## config.mk

```make
export PLATFORM = sky130hd
export DESIGN_NAME = fetch_stage
export DESIGN_NICKNAME = d
export VERILOG_FILES = /design/src/rtl/cpu_types_pkg.sv /design/src/rtl/npc_calc.sv /design/src/rtl/fetch_stage.sv
export SDC_FILE = /design/constraint.sdc
export NUM_CORES = 1
export LEC_CHECK = 0
export ABC_AREA = 0
export BUFFER_PORTS_ARGS = -buffer_cell sky130_fd_sc_hd__clkbuf_2
export CORE_MARGIN = 2
export CORE_UTILIZATION = 29
export CTS_CLUSTER_SIZE = 24
export DETAILED_ROUTE_END_ITERATION = 8
export MAX_ROUTING_LAYER = met4
export PLACE_DENSITY_LB_ADDON = 0.05
export SLEW_MARGIN = 5
export SYNTH_ARGS = -nofsm -noshare
export SYNTH_HDL_FRONTEND = slang
export SYNTH_SLANG_ARGS = --single-unit
```

## constraint.sdc

```tcl
create_clock -name CLK -period 3.4 [get_ports CLK]
set_clock_uncertainty 0.1 [all_clocks]
set_input_delay 0.34 -clock CLK [delete_from_list [all_inputs] [get_ports CLK]]
set_output_delay 0.34 -clock CLK [all_outputs]
set_load 0.1 [all_outputs]
```

## src/rtl/cpu_types_pkg.sv

```systemverilog
`default_nettype none
// ============================================================================
// Module      : cpu_types_pkg
// Description : Shared types and constants for the pipelined MIPS core.
//               Fetch-stage FSM states, redirect encodings and the bubble
//               instruction word.
// Revision    : 1.0 - initial fetch-stage additions
// ============================================================================
package cpu_types_pkg;

  // Fetch FSM: normal fetch, waiting out a miss with a pending redirect,
  // and frozen after halt.
  typedef enum logic [1:0] {
    RUN    = 2'b00,
    DRAIN  = 2'b01,
    HALTED = 2'b10
  } fetch_state_t;

  // Redirect request types coming back from later pipeline stages.
  typedef enum logic [1:0] {
    REDIR_NONE = 2'b00,
    REDIR_J    = 2'b01,
    REDIR_JR   = 2'b10,
    REDIR_BR   = 2'b11
  } redir_t;

  // sll $0,$0,0 -- the word presented on IF/ID for a bubble.
  localparam logic [31:0] NOP_INSTR = 32'h0000_0000;

endpackage : cpu_types_pkg
`default_nettype wire

```

## src/rtl/npc_calc.sv

```systemverilog
`default_nettype none
// ============================================================================
// Module      : npc_calc
// Description : Combinational redirect-target calculator.
// Ports       : redir_sel  - redirect type (none/J/JR/branch)
//               npc        - PC+4 of the redirecting instruction
//               j25        - jump index
//               imm16      - branch offset (words, signed)
//               rs         - JR register value
//               target     - resulting fetch address
// Revision    : 1.0 - initial release
// ============================================================================
module npc_calc
  import cpu_types_pkg::*;
(
  input  logic [1:0]  redir_sel,
  input  logic [31:0] npc,
  input  logic [25:0] j25,
  input  logic [15:0] imm16,
  input  logic [31:0] rs,
  output logic [31:0] target
);

  always_comb begin
    target = npc;
    case (redir_sel)
      REDIR_J:  target = {npc[31:28], j25, 2'b00};
      // JR target is taken verbatim, even if unaligned.
      REDIR_JR: target = rs;
      REDIR_BR: target = npc + {{14{imm16[15]}}, imm16, 2'b00};
      default:  target = npc;
    endcase
  end

endmodule : npc_calc
`default_nettype wire

```

## src/rtl/fetch_stage.sv

```systemverilog
`default_nettype none
// ============================================================================
// Module      : fetch_stage
// Description : Instruction fetch stage with PC, redirect handling across
//               I-cache misses, hazard stall, halt freeze and IF/ID latch.
// Ports       : CLK, nRST            - clock, async active-low reset
//               ihit, imemload       - I-cache response
//               imemREN, imemaddr    - I-cache request (addr == PC)
//               stall, halt          - hazard hold / retired halt
//               redir_*              - redirect request from later stages
//               ifid_instr/npc/valid - IF/ID latch toward decode
// Revision    : 1.0 - initial release
// ============================================================================
module fetch_stage
  import cpu_types_pkg::*;
#(
  parameter logic [31:0] PC_INIT = 32'h0000_0000
) (
  input  logic        CLK,
  input  logic        nRST,
  input  logic        ihit,
  input  logic [31:0] imemload,
  output logic        imemREN,
  output logic [31:0] imemaddr,
  input  logic        stall,
  input  logic        halt,
  input  logic [1:0]  redir_sel,
  input  logic [31:0] redir_npc,
  input  logic [25:0] redir_j25,
  input  logic [15:0] redir_imm16,
  input  logic [31:0] redir_rs,
  output logic [31:0] ifid_instr,
  output logic [31:0] ifid_npc,
  output logic        ifid_valid
);

  fetch_state_t state, state_n;
  logic [31:0]  pc, pc_n;
  logic [31:0]  pend_pc, pend_pc_n;
  logic [31:0]  instr_n, npc_n;
  logic         valid_n;
  logic [31:0]  target;
  logic [31:0]  pc_plus4;
  logic         redir;

  npc_calc u_npc_calc (
    .redir_sel (redir_sel),
    .npc       (redir_npc),
    .j25       (redir_j25),
    .imm16     (redir_imm16),
    .rs        (redir_rs),
    .target    (target)
  );

  assign redir    = (redir_sel != REDIR_NONE);
  assign pc_plus4 = pc + 32'd4;
  assign imemaddr = pc;
  assign imemREN  = (state != HALTED);

  always_ff @(posedge CLK or negedge nRST) begin
    if (!nRST) begin
      state      <= RUN;
      pc         <= PC_INIT;
      pend_pc    <= '0;
      ifid_instr <= NOP_INSTR;
      ifid_npc   <= '0;
      ifid_valid <= 1'b0;
    end else begin
      state      <= state_n;
      pc         <= pc_n;
      pend_pc    <= pend_pc_n;
      ifid_instr <= instr_n;
      ifid_npc   <= npc_n;
      ifid_valid <= valid_n;
    end
  end

  always_comb begin
    state_n   = state;
    pc_n      = pc;
    pend_pc_n = pend_pc;
    instr_n   = ifid_instr;
    npc_n     = ifid_npc;
    valid_n   = ifid_valid;

    if (state == HALTED || halt) begin
      // Halt beats everything and is sticky until reset.
      state_n = HALTED;
      instr_n = NOP_INSTR;
      npc_n   = '0;
      valid_n = 1'b0;
    end else if (state == DRAIN) begin
      instr_n = NOP_INSTR;
      npc_n   = '0;
      valid_n = 1'b0;
      if (redir) pend_pc_n = target;
      if (ihit) begin
        // Drained word is dropped; a redirect in this same cycle wins.
        pc_n    = redir ? target : pend_pc;
        state_n = RUN;
      end
    end else if (redir) begin
      instr_n = NOP_INSTR;
      npc_n   = '0;
      valid_n = 1'b0;
      if (ihit) begin
        pc_n = target;
      end else begin
        // Keep PC steady so the outstanding miss completes at its address.
        pend_pc_n = target;
        state_n   = DRAIN;
      end
    end else if (!stall) begin
      if (ihit) begin
        instr_n = imemload;
        npc_n   = pc_plus4;
        valid_n = 1'b1;
        pc_n    = pc_plus4;
      end else begin
        instr_n = NOP_INSTR;
        npc_n   = '0;
        valid_n = 1'b0;
      end
    end
  end

endmodule : fetch_stage
`default_nettype wire

```

==> run summary <==
Outcome -> finished clean
Top-level port count -> 243
Primary FF master, synth -> dfrtp_1
Number of nets with antenna violations after detailed routing -> 0
Met1 Resource Use GR -> 30.3%
Area of all placed cells without fillers -> 0.0105 mm^2
Data required time of the worst path -> 3.65 ns
Worst skew pair latency -> 0.42 ns
Wire length of the first global-routing pass -> 46.6 mm
Setup repair after global routing missed its margin -> false
Setup Viol. Count Final -> 0
Post-layout minimum cycle time -> 2.88 ns
Proportion of layout cells with a drive suffix above 1 -> 27.3%
Period Utilization, post-route -> 84.7%
GP Congestion -> 0.909
Starting density of the core -> 29.6%
Classification of the worst setup path -> flip-flop to flip-flop
Buffers on Ports -> 242
Largest net degree at the start of global routing -> 66
Max-Cap Viols -> 0
Vias in the first global route -> 7865
Total gr overflow -> 0
Setup Buffers After CTS -> 0
Met2 Track Usage GR -> 29.9%
Arrival time worst endpoint -> 3.13 ns
H-tree depth -> 4
Clock buffer count from CTS -> 17
Pin slew with the least headroom to its limit -> 0.774 ns
Gate count of the mapped netlist -> 964
Number of enable flip-flop cells after synthesis -> 0
Asr flop ratio synth -> 100%
Met3 usage -> 2.57%
Count of endpoints failing hold in the final timing report -> 0
Count of synthesis-stage warnings from yosys -> 0
Total Wirelength -> 29.7 mm
Static leakage -> 5.00 nW
Total number of clock tree sinks -> 131
Drt first pass iters -> 4
Fraction of the yosys area taken by sequential cells -> 39.6%
Relative max-transition margin -> 48.4%
Area added between synthesis and finish -> 27.4%
Synthesized area divided by synthesized cell count -> 8.59 um^2
Die extent in x -> 173 um
Die Footprint -> 0.0299 mm^2
CP startpoint kind -> flip-flop
Initial antenna violation count -> 0
Count of antenna diodes in the layout -> 0
Total via count after detailed routing -> 7990
Flip-flop and latch count after synthesis -> 131
CTS clk-pin slew, worst paths -> 0.07 ns
Row count -> 61
Root Buffer -> clkbuf_16
GR Util All Layers -> 20.4%
Synthesized netlist net count -> 1140
Setup TNS -> 0 ns
Slew Viols, Final -> 0
Worst VDD drop -> 0.000245 V
Initial drt markers -> 494
Flop2flop setup slack -> 0.52 ns
Average routed wire per standard cell -> 18.8 um
Busiest metal layer after global routing -> met1
DRC viols -> 0
Fmax -> 347 MHz
Detail Placement HPWL -> 22.7 mm
Kind of end point of the critical path -> flip-flop
Placed cell areas -> 0.00997 mm^2
Syn Std Cell Area -> 0.00828 mm^2
Post-layout net count -> 1368
Power per cell area -> 476 mW/mm^2
Number of distinct library cells after synthesis -> 71
Buffers from clock root to sink, at most -> 2
Final Non-Filler Cells -> 1583
Overall die height -> 173 um
Maximum fanout encountered on the critical timing path -> 5
Path class of the lowest-slack min-delay path -> input pin to flip-flop
Clock tree from TritonCTS -> done
# placed instances -> 1550
Core region area -> 0.0279 mm^2
Detailed-route vias per instance -> 5.05
-- sequential cells by signal, summed over array words and instances (netlist names) --
register / count
ifid_npc: 32
ifid_instr: 32
pend_pc: 32
ifid_valid: 1
state: 2
imemaddr: 32
-- logic make-up after synthesis --
kind of cell,count (synthesis),synth area share (%)
muxes,16,2.58
DFF,131,39.6
xor gates and xnor gates,44,4.66
buffers and inverters,79,3.66
adders and majority gates,31,4.78
AOI/OAI and AO/OA,333,26.4
and+or+nand+nor,330,18.4
-- final cells by class --
type	count	area, um^2
inverters	19	71.3
clock inverters	13	126
flip-flops and latches	131	3280
well taps	378	473
clock buffers	19	443
fillers	2988	17400
multi-input cells	754	4710
repair buffers	269	1450
-- metrics by stage --
stage / hold WS, ns / setup WS (ns) / total power [mW] / util [%]
2_1_floorplan: -0.0556 / 0.162 / 2.83 / -
3_3_place_gp: 0.246 / 0.201 / 3.28 / 35.7
3_5_place_dp: 0.245 / 0.173 / 3.28 / 35.7
4_1_cts: 0.0240 / 0.471 / 5.08 / 37.8
5_1_grt: 0.0276 / 0.0399 / 5.28 / 37.8
6_report: 0.0385 / 0.519 / 5.02 / 37.8
-- placed cells by master, fill, tap and decap left out, types with 13 or more instances in the layout --
cell type,count
xnor2_1,30
o21ai_0,99
inv_1,19
clkbuf_16,17
nor3_1,16
ha_1,30
a21oi_1,71
dfrtp_1,131
a21o_1,13
nand3_1,21
clkbuf_2,241
xor2_1,14
buf_4,24
nand2_1,148
nor2_1,70
a22o_1,43
-- path summary, 6_finish.rpt --
path                        startpoint             end  cells past startpoint
setup / recovery           imemaddr[3]    imemaddr[30]                      9
hold / removal             imemload[9]   ifid_instr[9]                      2
setup reg to reg           imemaddr[3]    imemaddr[30]                      9
hold reg to reg             pend_pc[4]      pend_pc[4]                      2
max in group asynchronous         nRST    imemaddr[26]                      3
min in group asynchronous         nRST  ifid_instr[21]                      2
-- metal layers --
layer	vias up	share of wire, %
met4	0	0.63
met3	14	3.8
met2	216	44
li1	3974	-
met1	3786	52
met5	-	0
-- synth_stat cells, types with 3 or more instances --
| master | n | area [um^2] |
|---|---|---|
| nand3_1 | 21 | 105 |
| xor2_1 | 14 | 123 |
| nand4_1 | 9 | 56.3 |
| o22ai_1 | 4 | 25.0 |
| o21a_1 | 7 | 52.6 |
| nand2b_1 | 10 | 62.6 |
| buf_2 | 5 | 25.0 |
| nand2_1 | 148 | 556 |
| a22o_1 | 43 | 377 |
| a221oi_1 | 8 | 70.1 |
| nor4_1 | 7 | 43.8 |
| buf_1 | 11 | 41.3 |
| and2_1 | 11 | 68.8 |
| a21oi_1 | 72 | 360 |
| inv_1 | 19 | 71.3 |
| a211oi_1 | 7 | 52.6 |
| nor2_1 | 71 | 267 |
| nand3b_1 | 3 | 22.5 |
| a31oi_1 | 11 | 68.8 |
| o21bai_1 | 5 | 37.5 |
| o21ai_0 | 99 | 495 |
| o211ai_1 | 5 | 37.5 |
| o21ai_1 | 6 | 30.0 |
| dfrtp_1 | 131 | 3280 |
| clkbuf_1 | 44 | 165 |
| ha_1 | 30 | 375 |
| a21boi_0 | 3 | 22.5 |
| nor2b_1 | 6 | 37.5 |
| a22oi_1 | 4 | 30.0 |
| a21o_1 | 13 | 97.6 |
| o31ai_1 | 10 | 75.1 |
| or2_2 | 3 | 18.8 |
| a31o_2 | 4 | 35.0 |
| and3_1 | 11 | 68.8 |
| nor3_1 | 17 | 85.1 |
| mux2i_1 | 9 | 90.1 |
| mux4_2 | 4 | 90.1 |
| o41ai_1 | 3 | 26.3 |
| xnor2_1 | 30 | 263 |
| a221o_1 | 3 | 30.0 |
| mux2_2 | 3 | 33.8 |
-- worst max-delay path, cell delays in order (launching register included) --
cell	delay, ns
dfrtp_1	0.44
ha_1	0.30
nand3_1	0.23
nor3_2	0.35
and2_2	0.28
nand3_1	0.10
xor2_1	0.19
a2111oi_0	0.55
o32ai_1	0.16
a21oi_1	0.13
-- repair_timing --
action,4_1_cts,5_1_grt
hold buffers,1,0
resized for setup,0,0
endpoints found under the hold margin,53,0
-- power breakdown --
| group | internal, mW | leakage [nW] | total (mW) | switching (mW) |
|---|---|---|---|---|
| logic | 0.403 | 2.97 | 1.42 | 1.01 |
| clock network | 1.04 | 0.278 | 1.77 | 0.733 |
| registers | 1.69 | 1.75 | 1.84 | 0.152 |
Note: power is estimated with default switching activity, not from simulation.
